**config.mk**
```make
export PLATFORM = sky130hd
export DESIGN_NAME = vga_scan_ctrl
export DESIGN_NICKNAME = d
export VERILOG_FILES = /design/src/rtl/vga_scan_ctrl.sv
export SDC_FILE = /design/constraint.sdc
export NUM_CORES = 1
export LEC_CHECK = 0
export ABC_AREA = 1
export ABC_CLOCK_PERIOD_IN_PS = 1700
export BUFFER_PORTS_ARGS = -buffer_cell sky130_fd_sc_hd__buf_2
export CAP_MARGIN = 0
export CORE_AREA = 2 2 78 57
export CTS_BUF_LIST = sky130_fd_sc_hd__clkbuf_4 sky130_fd_sc_hd__clkbuf_8
export CTS_CLUSTER_DIAMETER = 40
export DETAILED_ROUTE_END_ITERATION = 6
export DIE_AREA = 0 0 80 59
export PLACE_DENSITY_LB_ADDON = 0.08
export SYNTH_ARGS = -nofsm -noshare
export SYNTH_HDL_FRONTEND = slang
export SYNTH_SLANG_ARGS = --single-unit
```
**constraint.sdc**
```tcl
create_clock -name clk -period 1.7 [get_ports clk]
set_input_delay 0.17 -clock clk [delete_from_list [all_inputs] [get_ports clk]]
set_output_delay 0.17 -clock clk [all_outputs]
set_load 0.005 [all_outputs]
```
**src/rtl/vga_scan_ctrl.sv**
```systemverilog
// Pixel-rate divider, raster counters and vblank-gated update-window arbiter for the VGA path.
// Optional frame counter port frame_cnt is built when VGA_SCAN_FRAME_CNT_EN is defined.
module vga_scan_ctrl #(
  parameter int unsigned CLK_DIV = 4,
  parameter int unsigned H_TOTAL = 800,
  parameter int unsigned V_TOTAL = 525,
  parameter int unsigned V_DISP  = 480
) (
  input  logic        clk,
  input  logic        rst_n,
  input  logic        en,
  input  logic        upd_req,
  input  logic        upd_done,
`ifdef VGA_SCAN_FRAME_CNT_EN
  output logic [15:0] frame_cnt,
`endif
  output logic        upd_gnt,
  output logic        upd_ovr,
  output logic        pix_tick,
  output logic [9:0]  h_count,
  output logic [9:0]  v_count,
  output logic        line_end,
  output logic        frame_start
);

  localparam int unsigned DW = $clog2(CLK_DIV);
  localparam logic [DW-1:0] DIV_LAST = DW'(CLK_DIV - 1);
  localparam logic [9:0]    H_LAST   = 10'(H_TOTAL - 1);
  localparam logic [9:0]    V_LAST   = 10'(V_TOTAL - 1);
  localparam logic [9:0]    V_VB     = 10'(V_DISP);

  localparam logic [1:0] ST_IDLE  = 2'd0;
  localparam logic [1:0] ST_WAIT  = 2'd1;
  localparam logic [1:0] ST_GRANT = 2'd2;

  logic [DW-1:0] div_q, div_d;
  logic [9:0]    h_q, h_d, v_q, v_d;
  logic [1:0]    st_q, st_d;
  logic          gnt_q, gnt_d, ovr_q, ovr_d, fs_q, fs_d;
  logic          h_last_s, v_last_s, wrap_s, vblank_s;

  assign pix_tick = en & (div_q == DIV_LAST);
  assign h_last_s = (h_q == H_LAST);
  assign v_last_s = (v_q == V_LAST);
  assign line_end = pix_tick & h_last_s;
  assign wrap_s   = line_end & v_last_s;
  assign vblank_s = (v_q >= V_VB);

  // Divider and raster counter next state
  always_comb begin
    div_d = div_q;
    h_d   = h_q;
    v_d   = v_q;
    if (en) begin
      if (div_q == DIV_LAST) div_d = '0;
      else                   div_d = div_q + DW'(1);
    end else begin
      div_d = div_q;
    end
    if (pix_tick) begin
      if (h_last_s) begin
        h_d = 10'd0;
        if (v_last_s) v_d = 10'd0;
        else          v_d = v_q + 10'd1;
      end else begin
        h_d = h_q + 10'd1;
      end
    end else begin
      h_d = h_q;
      v_d = v_q;
    end
  end

  // Update-window arbiter; upd_done beats a coincident revoke
  always_comb begin
    st_d  = st_q;
    ovr_d = 1'b0;
    case (st_q)
      ST_IDLE: begin
        if (upd_req) st_d = ST_WAIT;
        else         st_d = ST_IDLE;
      end
      ST_WAIT: begin
        if (!upd_req)     st_d = ST_IDLE;
        else if (vblank_s) st_d = ST_GRANT;
        else              st_d = ST_WAIT;
      end
      ST_GRANT: begin
        if (upd_done) begin
          st_d = ST_IDLE;
        end else if (wrap_s) begin
          st_d  = ST_WAIT;
          ovr_d = 1'b1;
        end else begin
          st_d = ST_GRANT;
        end
      end
      default: st_d = ST_IDLE;
    endcase
    gnt_d = (st_d == ST_GRANT);
    fs_d  = wrap_s;
  end

  // State registers
  always_ff @(posedge clk or negedge rst_n) begin
    if (!rst_n) begin
      div_q <= '0;
      h_q   <= 10'd0;
      v_q   <= 10'd0;
      st_q  <= ST_IDLE;
      gnt_q <= 1'b0;
      ovr_q <= 1'b0;
      fs_q  <= 1'b0;
    end else begin
      div_q <= div_d;
      h_q   <= h_d;
      v_q   <= v_d;
      st_q  <= st_d;
      gnt_q <= gnt_d;
      ovr_q <= ovr_d;
      fs_q  <= fs_d;
    end
  end

`ifdef VGA_SCAN_FRAME_CNT_EN
  logic [15:0] fcnt_q, fcnt_d;
  assign fcnt_d = fcnt_q + {15'd0, fs_q};

  // Frame timebase, wraps naturally at 16 bits
  always_ff @(posedge clk or negedge rst_n) begin
    if (!rst_n) fcnt_q <= 16'd0;
    else        fcnt_q <= fcnt_d;
  end
  assign frame_cnt = fcnt_q;
`endif

  assign upd_gnt     = gnt_q;
  assign upd_ovr     = ovr_q;
  assign h_count     = h_q;
  assign v_count     = v_q;
  assign frame_start = fs_q;

endmodule

```
### Word level (Yosys, flattened, before mapping)

Cells that the tools add are included.

* word-level logic and storage cells: 34
* output and inout port bits: 25
* ROM bits: 0
* bits in latches: 0
* memories: 0
* register bits after elaboration: 27
* RAM bits: 0

* equality and inequality tests: 6
* add/subtract/negate cells: 3
* div/mod/pow operators: 0
* reduce and logical (&&, ||, !) cells: 2
* $lt $le $gt $ge: 1
* bitwise operators: 3
* shifts and indexed selects: 0
* $mul: 0
* muxes and demuxes: 12

Operators by type and width (number)
* $add A10 B1 Y10 const B: 2
* $eq A10 B10 Y1 const B: 2
* $mux W10: 2
* $ge A10 B9 Y1 const B: 1
* $mux W2: 5
* $eq A2 B2 Y1 const B: 3
* $pmux W2 S3: 1
* $mux W1: 4
* $and A1 B1 Y1: 3
* $add A2 B1 Y2 const B: 1
* $eq A2 B1 Y1 const B: 1
* $logic_not A2 Y1: 1
* $reduce_and A2 Y1: 1

### Depth between registers and ports, before layout

Gate-level depths: netlist of the first run.

* depth in word-level cells: 8
* mapped depth: 8
* depth with buffers taken out: 8

### Least setup slack after synthesis of the first run

No wires, ideal clock.

* kind: register to register
* start point: reg h_q[1] (netlist: h_count[1])
* end point: reg st_q[1]
* data arrival time: 1.239 ns
* setup slack: 0.328 ns
* data required time: 1.567 ns
* clock period less this slack: 1.372 ns
* stages on the path, launching flop included: 9
* path through: dfrtp_1 ha_1 nand2_2 nor2_8 nand2_4 nor2_8 nand2_4 inv_2 o22ai_1

* cells in the longest elaborated chain, start to end: 6

RTL lines
* start: declaration: line 37 `logic [9:0] h_q, h_d, v_q, v_d;`
* start signal: assignment: line 108 `h_q <= 10'd0;`
* start signal: assignment: line 116 `h_q <= h_d;`
* $eq A10 B10 Y1: line 43 `assign h_last_s = (h_q == H_LAST);`
* $and A1 B1 Y1: line 45 `assign line_end = pix_tick & h_last_s;`
* net line_end: line 22 `output logic line_end,`
* $and A1 B1 Y1: line 46 `assign wrap_s = line_end & v_last_s;`
* net fs_d: line 39 `logic gnt_q, gnt_d, ovr_q, ovr_d, fs_q, fs_d;`
* $mux W2: line 91 `end else if (wrap_s) begin`
* $mux W2: line 89 `if (upd_done) begin`
* $pmux W2 S3: line 78 `case (st_q)`
* net st_d[1]: line 38 `logic [1:0] st_q, st_d;`
* end signal: assignment: line 118 `st_q <= st_d;`
* end: declaration: line 38

The timed path passes the listed nets, and every way through them passes these cells.
A chain may end at the register's enable or synchronous reset.

### Final worst setup path of the first run

* start point: reg div_q[0]
* end point: out line_end

* cells in the longest elaborated chain, start to end: 3

RTL lines
* start: declaration: line 36 `logic [DW-1:0] div_q, div_d;`
* start signal: assignment: line 115 `div_q <= div_d;`
* $eq A2 B2 Y1: line 42 `assign pix_tick = en & (div_q == DIV_LAST);`
* $and A1 B1 Y1: line 42
* $and A1 B1 Y1: line 45
* end: declaration: line 22

Every way passes these cells.

==> results.py, run 1 <==
metrics = {
    "logic_synthesis": {
        "synthAdderAreaFrac": 0.0326,
        "syn-cell-area_mm2": 0.00153,
        "synth_common_cells": "38 x nand2_1, 27 x dfrtp_1, 24 x inv_1",
        "synth-seq-cells": 27,
        "avgSynthCellArea_um2": 8.12,
        "ys_warn_count": 0,
        "synthMuxAreaShare": 0.00734,
        "synth_nets": 198,
        "yosys.cell_count.top_type": "nand2_1",
        "synth_simple_gate_area_frac": 0.345,
        "yosysUniqueCellTypes": 28,
        "synth.yosys.seq_area_share": 0.440,
        "synthTopCellsByArea": "dfrtp_1 44%, nand2_1 9.3%, nand3_1 5.9%",
        "async_flop_share": 1.00,
        "syn_inst": 189,
        "synth_top_family_by_area": "simple AND/OR/NAND/NOR gates",
        "synth_area_leader_cell": "dfrtp_1",
        "synth_edf_count": 0,
        "synthXorXnorAreaFrac": 0.0171,
        "synth_top_area_frac": 0.440,
        "synth_flop_cell": "dfrtp_1",
        "synth_compound_area_frac": 0.0808,
    },
    "sta": {
        "finalSetupViolCount": 0,
        "maxSlewHeadroom": 0.587,
        "timing_hold_violations_final": 0,
        "clock.fmax_ghz": 0.613,
        "slew_viol_final": 0,
        "finClkSkew_ns": 0.00210,
        "period_share": 0.959,
        "min_period_ns": 1.63,
        "rsz0062_at_grt": "true",
        "tightest_slew_ns": 0.619,
    },
    "global_route": {
        "grt_use_met2": 0.238,
        "grt-busiest-layer": "met1",
        "grt_use_total": 0.165,
        "grt_pass1_wl_um": 6020,
        "grt_start_max_net_pins": 28,
        "antenna_found_initial": 0,
        "gr-usage-met1": 0.249,
        "first_global_vias": 1234,
        "grt_overflow": 0,
        "met3_usage": 0.0381,
    },
    "clock_network": {
        "cts_made_buffers": 3,
        "htreeDepth": 1,
        "tritoncts": "built",
        "clock-sinks": 27,
        "clk_latency_ns": 0.28,
        "clk_pin_slew_ns": 0.10,
        "cts.path.max_buffers": 2,
        "root_buffer": "clkbuf_8",
    },
    "finish": {
        "n_antenna_cell": 0,
        "stdcell_count": 280,
        "final_cell_area_mm2": 0.00186,
        "final_nets": 238,
        "area_delta_synth_final_pct": 21.0,
        "drive_gt1_frac": 0.250,
    },
    "power": {
        "p_leak_uw": 0.000989,
        "pwr-share-clk": 0.203,
        "seq_power_share": 0.479,
        "switching_share": 0.375,
        "peakVddDrop_mv": 0.552,
        "p_comb_frac": 0.318,
        "p_int_uw": 1170,
        "power_switching_uw": 701,
        "power_density_mw_per_mm2": 1010,
    },
    "critical_path": {
        "start_kind": "register",
        "cp.required_ns": 1.53,
        "end_kind": "output pin",
        "critPathLaunch": "div_q[0]",
        "worstPathMaxFanout": 13,
        "arrival_ns": 1.46,
        "critPathKind": "register to output pin",
        "reg2reg_from": "v_count[0]",
    },
    "route": {
        "vias_per_cell": 5.06,
        "ant_nets": 0,
        "route.detailed.drc": 0,
        "wl_per_cell_um": 12.7,
        "dr.first_iter.drc_count": 71,
        "wl_um": 3560,
        "firstDrtPassIters": 4,
        "vias": 1417,
    },
    "die": {
        "dieArea_mm2": 0.00472,
        "start_util": 0.393,
        "die_y_um": 59,
        "num_io_pins": 30,
        "coreArea_mm2": 0.00390,
        "rows": 19,
        "die_w_um": 80,
    },
    "hold_path": {
        "hold_class": "input pin to register",
        "hp-start": "upd_req",
    },
    "place": {
        "dpl.cell_count": 269,
        "place_area_mm2": 0.00174,
        "finalWeightedCongestion": 0.867,
        "hpwl_um": 2770,
        "port_buffers": 29,
    },
    "run_status": {
        "status": "complete, no violations",
    },
    "run": {
        "max_cap_viol_count": 0,
    },
}
-- cells in the final DEF, fill, tap and decap left out, types with 2 or more instances in the layout --
| cell | instances |
|---|---|
| nand2_1 | 38 |
| buf_2 | 29 |
| dfrtp_1 | 27 |
| inv_1 | 24 |
| nor2_1 | 23 |
| nand3_1 | 18 |
| o21ai_0 | 9 |
| nand4_1 | 7 |
| buf_4 | 6 |
| o21ai_1 | 5 |
| a21oi_1 | 5 |
| nor3_1 | 4 |
| ha_1 | 4 |
| clkbuf_8 | 3 |
| nand2_2 | 2 |
| nor2_8 | 2 |
| nand2_4 | 2 |
| inv_2 | 2 |
| nor2_4 | 2 |
| o22ai_1 | 2 |
| xnor2_1 | 2 |
-- path summary, 6_finish.rpt --
kind	end	slack, ns	depth (start not counted)
worst max-delay path	line_end	0.07	6
worst min-delay path	st_q[0]	0.16	3
worst max register to register	v_count[0]	0.14	7
worst min register to register	div_q[1]	0.52	1
max in group asynchronous	h_count[5]	0.86	2
min in group asynchronous	div_q[1]	0.43	2
-- worst max-delay path: stages, from the launching register on --
cell     delay (ns)
dfrtp_1        0.38
ha_1           0.19
nand2_2        0.13
inv_6          0.14
nand2_4        0.08
nor2_8         0.14
buf_2          0.13
-- registers in the layout, summed over array words and instances, names as in the netlist --
name and cells:
h_count 10, v_count 10, div_q 2, st_q 2, frame_start 1, upd_gnt 1, upd_ovr 1
-- timing repair --
item	in CTS	in global routing
setup buffers	2	4
pin swaps	1	2
endpoints found under the setup margin	1	2
hold buffers	1	0
gates resized for setup	2	0
endpoints found under the hold margin	27	0
-- cell families (layout without fill, tap and decap cells) --
family | after synthesis | in the layout
compound gates | 23 | 23
xor+xnor | 3 | 3
fa+ha+maj | 4 | 4
buf+inv | 29 | 68
flops | 27 | 27
mux | 1 | 1
simple gates | 102 | 102
-- layout make-up --
class                      count  area [um^2]
fill                         408         2040
multi-input combinational    133          741
sequential                    27          676
timing repair buffer          37          220
inverter                      27          106
tap                           52         65.1
clock buffer                   3         41.3
clock inverter                 1         7.51
-- stage by stage --
stage	TNS (ns)	util	power, uW	worst slack (ns)	hold WS (ns)
detailed placement	0	0.445	1470	0.110	0.231
floorplan	0	-	1250	0.328	-0.126
global route	-0.0311	0.476	2010	-0.0311	0.174
global placement	0	0.445	1460	0.135	0.217
CTS	0	0.465	1900	0.00422	0.154
finish	0	0.476	1870	0.0700	0.157
-- metal layers --
metal / wire length (um) / up-vias
met4: 55 / 0
li1: - / 694
met2: 1540 / 41
met3: 178 / 9
met1: 1790 / 673
met5: 0 / -
-- power groups by stage --
stage	Clock, uW	Combinational (uW)	Sequential (uW)
CTS	398	609	896
global route	425	677	912
global placement	0	552	907
floorplan	0	353	893
finish	379	595	894
detailed placement	0	556	917
Note: power is estimated with default switching activity, not from simulation.
==> inputs of run 2 (changes only) <==
- ABC_AREA: 1 -> 0
- CORE_AREA: 2 2 78 57 -> 2 2 72 54
- DIE_AREA: 0 0 80 59 -> 0 0 74 56
==> results.py, run 2 <==
metrics = {
    "sta": {
        "clock.fmax_ghz": 0.577,
        "tightest_slew_ns": 0.608,
        "rsz0062_at_grt": "true",
        "fin_ws_ns": -0.0339,
        "finalSetupViolCount": 4,
        "timing_hold_violations_final": 0,
        "maxSlewHeadroom": 0.595,
        "slew_viol_final": 0,
        "min_period_ns": 1.73,
        "period_share": 1.02,
        "hold_slack_ns": 0.165,
        "finClkSkew_ns": 0.00455,
    },
    "power": {
        "pwr-share-clk": 0.251,
        "power_switching_uw": 420,
        "power_density_mw_per_mm2": 832,
        "switching_share": 0.277,
        "p_comb_frac": 0.255,
        "p_int_uw": 1100,
        "seq_power_share": 0.494,
        "peakVddDrop_mv": 0.394,
        "p_leak_uw": 0.000938,
    },
    "critical_path": {
        "r2r-end": "v_count[3]",
        "worstPathMaxFanout": 4,
        "slowest_delay_ns": 0.43,
        "crit_buf_inv": 3,
        "cp.required_ns": 1.53,
        "rr_worst_depth": 5,
        "arrival_ns": 1.56,
        "cp.depth": 5,
        "start_kind": "register",
        "cp-endpoint": "line_end",
        "critPathKind": "register to output pin",
        "reg2reg_setup_slack_ns": -0.01,
        "crit_path_top_delay_cell": "dfrtp_1",
        "critPathLaunch": "h_count[5]",
        "crit_chain": "nor4b_4 > nand4_1 > inv_1 > buf_6 > buf_2",
        "crit_family": "simple AND/OR/NAND/NOR gates",
        "reg2reg_from": "h_count[5]",
        "end_kind": "output pin",
    },
    "place": {
        "post-place-ws_ns": -0.0386,
        "port_buffers": 29,
        "hpwl_um": 2370,
        "finalWeightedCongestion": 0.822,
    },
    "finish": {
        "area_delta_synth_final_pct": 38.0,
        "drive_gt1_frac": 0.394,
        "multi_input_area_um2": 632,
        "layout.cells.most_common": "buf_2",
        "final_nets": 198,
        "fillerInstances": 324,
        "final_cell_mix": "29 x buf_2, 28 x buf_4, 27 x dfrtp_1, 14 x nand2_1",
        "seq_area_um2": 676,
        "n_antenna_cell": 0,
    },
    "run_status": {
        "violations": "negative setup slack",
        "status": "complete, but fails checks",
    },
    "die": {
        "rows": 18,
        "start_util": 0.388,
        "coreArea_mm2": 0.00340,
        "die_y_um": 56,
        "dieArea_mm2": 0.00414,
        "die_w_um": 74,
        "num_io_pins": 30,
    },
    "global_route": {
        "antenna_found_initial": 0,
        "met3_usage": 0.0435,
        "grt_use_total": 0.169,
        "grt-busiest-layer": "met2",
        "grt_overflow": 0,
        "first_global_vias": 1153,
        "grt_use_met2": 0.260,
        "grt_pass1_wl_um": 5460,
        "grt_start_max_net_pins": 28,
        "gr-usage-met1": 0.243,
    },
    "logic_synthesis": {
        "ys_warn_count": 0,
        "syn_inst": 126,
        "avgSynthCellArea_um2": 10.5,
        "synth_edf_count": 0,
        "synth-seq-cells": 27,
        "synth_flop_cell": "dfrtp_1",
        "yosys.cell_count.top_type": "dfrtp_1",
        "yosysUniqueCellTypes": 32,
        "syn-cell-area_mm2": 0.00132,
        "synth_top_area_frac": 0.512,
        "async_flop_share": 1.00,
        "synthTopCellsByArea": "dfrtp_1 51%, xnor2_1 5.3%, nand2_1 4.3%",
        "synth_nets": 135,
        "synth_area_leader_cell": "dfrtp_1",
        "synth_common_cells": "27 x dfrtp_1, 15 x nand2_1, 8 x nand4_1, 8 x xnor2_1, 7 x o21ai_0",
        "synth.yosys.seq_area_share": 0.512,
    },
    "route": {
        "ant_nets": 0,
        "dr.first_iter.drc_count": 45,
        "route.detailed.drc": 0,
        "vias_per_cell": 5.02,
        "wl_per_cell_um": 13.5,
        "wl_um": 3220,
        "vias": 1194,
        "firstDrtPassIters": 6,
    },
    "hold_path": {
        "hold_class": "input pin to register",
    },
    "clock_network": {
        "cts_made_buffers": 3,
        "tritoncts": "built",
        "clk_latency_ns": 0.27,
        "cts.path.max_buffers": 2,
        "root_buffer": "clkbuf_8",
        "clock-sinks": 27,
        "htreeDepth": 1,
        "clk_pin_slew_ns": 0.09,
    },
    "run": {
        "max_cap_viol_count": 0,
    },
}
## run 2: cell count changes after synthesis, moves of 6 or more
cell	before	now
nand2_1	38	15
inv_1	24	6
nor2_1	23	5
nand3_1	18	6
xnor2_1	2	8
## run 2: worst min-delay path by stage
stage,start,endpoint,slack (ns),cells past startpoint
final,upd_req,st_q[0],0.16,3
after global routing,en,div_q[0],0.17,2
after CTS,upd_req,st_q[0],0.15,3
after detailed placement,rst_n,v_count[3],0.23,1
after global placement,rst_n,st_q[1],0.21,1
after floorplan,rst_n,div_q[0],-0.13,0
## run 2: through the flow
| step | instances | TNS, ns | utilization | power, uW | area [um^2] |
|---|---|---|---|---|---|
| finish | 238 | -0.0537 | 0.536 | 1520 | 1820 |
| floorplan | 126 | 0 | - | 913 | 1320 |
| detailed placement | 230 | -0.0386 | 0.505 | 1120 | 1720 |
| global placement | 230 | 0 | 0.505 | 1110 | 1720 |
| global route | 238 | -0.418 | 0.536 | 1620 | 1820 |
| CTS | 235 | -0.0394 | 0.526 | 1520 | 1790 |
## run 2: logic make-up after synthesis
family | Yosys count | synth area share
AND/OR/NAND/NOR | 54 | 0.245
flip-flops | 27 | 0.512
AO/OA/AOI/OAI | 19 | 0.0834
XOR/XNOR | 10 | 0.0664
buffers and inverters | 8 | 0.0237
multiplexers | 4 | 0.0322
adder cells (fa/ha/maj) | 4 | 0.0379
## run 2: worst min-delay path: cells and delay by family
family          cells  cell delay [ns]
buf+inv             2             0.15
compound gates      1             0.08
## run 2: power by group through the flow
| stage | Combinational [uW] | Clock, uW | Sequential, uW |
|---|---|---|---|
| finish | 386 | 380 | 749 |
| global route | 439 | 427 | 755 |
| CTS | 377 | 401 | 746 |
| detailed placement | 366 | 0 | 758 |
| global placement | 355 | 0 | 753 |
| floorplan | 128 | 0 | 785 |
## run 2: metal layers
metal / vias up / share of wire
li1: 578 / -
met5: - / 0
met4: 0 / 0.0031
met3: 2 / 0.035
met2: 28 / 0.46
met1: 586 / 0.50
## run 2: cell type report
| cell class | instances | share of cell area |
|---|---|---|
| Clock buffer | 4 | 0.0268 |
| Inverter | 7 | 0.0144 |
| Multi-Input combinational cell | 91 | 0.347 |
| Sequential cell | 27 | 0.371 |
| Tap cell | 50 | 0.0343 |
| Timing Repair Buffer | 59 | 0.207 |
## run 2: repair_timing
item | 4_1_cts | 5_1_grt
buffers inserted | 0 | 3
gates cloned | 0 | 0
setup endpoints to repair | 7 | 11
hold buffers | 1 | 0
hold endpoints to repair | 27 | 0
pin swaps | 1 | 4
resized for setup | 3 | 3
==> inputs of run 3 (changes only) <==
- RECOVER_POWER: not set -> 100
==> results.py, run 3 (synthesis gave the netlist of run 2 again) <==
metrics = {
    "sta": {
        "timing_hold_violations_final": 0,
        "finalSetupViolCount": 4,
        "tightest_slew_ns": 0.679,
        "min_period_ns": 1.73,
        "maxSlewHeadroom": 0.548,
        "hold_slack_ns": 0.161,
        "clock.fmax_ghz": 0.577,
        "period_share": 1.02,
        "finClkSkew_ns": 0.00499,
        "rsz0062_at_grt": "true",
        "fin_ws_ns": -0.0342,
        "slew_viol_final": 0,
    },
    "clock_network": {
        "root_buffer": "clkbuf_8",
        "tritoncts": "built",
        "htreeDepth": 1,
        "cts_made_buffers": 3,
        "clk_latency_ns": 0.27,
        "clock-sinks": 27,
        "clk_pin_slew_ns": 0.09,
        "cts.path.max_buffers": 2,
    },
    "global_route": {
        "grt_pass1_wl_um": 5460,
        "grt_overflow": 0,
        "grt_start_max_net_pins": 28,
        "grt_use_total": 0.169,
        "antenna_found_initial": 0,
        "first_global_vias": 1153,
    },
    "die": {
        "die_w_um": 74,
        "rows": 18,
        "dieArea_mm2": 0.00414,
        "start_util": 0.388,
        "coreArea_mm2": 0.00340,
        "num_io_pins": 30,
        "die_y_um": 56,
    },
    "critical_path": {
        "worstPathMaxFanout": 4,
        "reg2reg_setup_slack_ns": -0.01,
        "cp.required_ns": 1.53,
        "reg2reg_from": "h_count[5]",
        "slowest_delay_ns": 0.43,
        "rr_worst_depth": 5,
        "cp-endpoint": "line_end",
        "critPathKind": "register to output pin",
        "end_kind": "output pin",
        "crit_path_top_delay_cell": "dfrtp_1",
        "r2r-end": "v_count[3]",
        "crit_chain": "nor4b_4 > nand4_1 > inv_1 > buf_6 > buf_2",
        "critPathLaunch": "h_count[5]",
        "arrival_ns": 1.56,
        "start_kind": "register",
    },
    "finish": {
        "layout.cells.most_common": "buf_2",
        "final_cell_area_mm2": 0.00177,
        "n_antenna_cell": 0,
        "final_cell_mix": "28 x buf_2, 27 x dfrtp_1, 15 x clkbuf_1, 14 x nand2_1, 9 x buf_4",
        "final_nets": 198,
        "stdcell_count": 238,
        "drive_gt1_frac": 0.314,
        "area_delta_synth_final_pct": 33.7,
    },
    "route": {
        "wl_per_cell_um": 13.4,
        "dr.first_iter.drc_count": 54,
        "ant_nets": 0,
        "firstDrtPassIters": 6,
        "wl_um": 3180,
        "vias_per_cell": 4.97,
        "vias": 1183,
        "route.detailed.drc": 0,
    },
    "place": {
        "dpl.cell_count": 230,
        "hpwl_um": 2370,
        "port_buffers": 29,
        "place_area_mm2": 0.00172,
        "finalWeightedCongestion": 0.822,
    },
    "run": {
        "max_cap_viol_count": 0,
    },
    "power": {
        "power_density_mw_per_mm2": 842,
        "peakVddDrop_mv": 0.392,
        "p_leak_uw": 0.000875,
    },
    "run_status": {
        "violations": "negative setup slack",
        "status": "complete, but fails checks",
    },
    "hold_path": {
        "hold_class": "input pin to register",
    },
}
==> run 3: critical path, delay by kind of cell (launching register included) <==
family / cells / cell delay [ns]
buffers and inverters: 3 / 0.35
DFF: 1 / 0.43
and+or+nand+nor: 2 / 0.51
==> run 3: layer usage <==
metal | share of wire | track usage | routed length (um) | vias up
met4 | 0.0031 | 0.0234 | 10 | 0
met1 | 0.51 | 0.243 | 1610 | 577
met5 | 0 | 0 | 0 | -
li1 | - | - | - | 578
met2 | 0.45 | 0.260 | 1440 | 26
met3 | 0.037 | 0.0435 | 119 | 2
==> run 3: worst min-delay path by stage <==
stage	slack, ns	endpoint	start	depth (start not counted)
after global placement	0.21	st_q[1]	rst_n	1
final	0.16	st_q[0]	upd_req	3
after CTS	0.15	st_q[0]	upd_req	3
after global routing	0.17	div_q[0]	en	2
after detailed placement	0.23	v_count[3]	rst_n	1
after floorplan	-0.13	div_q[0]	rst_n	0
==> run 3: metrics by stage <==
| step | setup TNS (ns) | util | power [uW] | worst slack, ns |
|---|---|---|---|---|
| 2_1_floorplan | 0 | - | 913 | 0.0126 |
| 3_3_place_gp | 0 | 0.505 | 1110 | 0.0180 |
| 3_5_place_dp | -0.0386 | 0.505 | 1120 | -0.0386 |
| 4_1_cts | -0.0394 | 0.526 | 1520 | -0.0394 |
| 5_1_grt | -0.445 | 0.519 | 1590 | -0.0993 |
| 6_report | -0.0476 | 0.519 | 1490 | -0.0342 |
==> run 3: final cells by class <==
class,instances,area [um^2]
clock buffers,4,48.8
inverters,7,26.3
flip-flops and latches,27,676
repair buffers,59,320
fillers,338,1640
multi-input cells,91,632
well taps,50,62.6
==> run 3: power breakdown <==
group	internal [uW]	leakage [uW]	switching, uW	total (uW)
clock	184	0.0000262	196	379
combinational	178	0.000488	182	359
sequential	707	0.000361	39.9	747
total	1070	0.000875	417	1490
==> run 3: what timing repair did <==
item                                    4_1_cts  5_1_grt
resized for setup                             3        3
endpoints found under the setup margin        7       11
setup buffers                                 0        3
hold buffers                                  1        0
pin swaps                                     1        4
hold endpoints to repair                     27        0
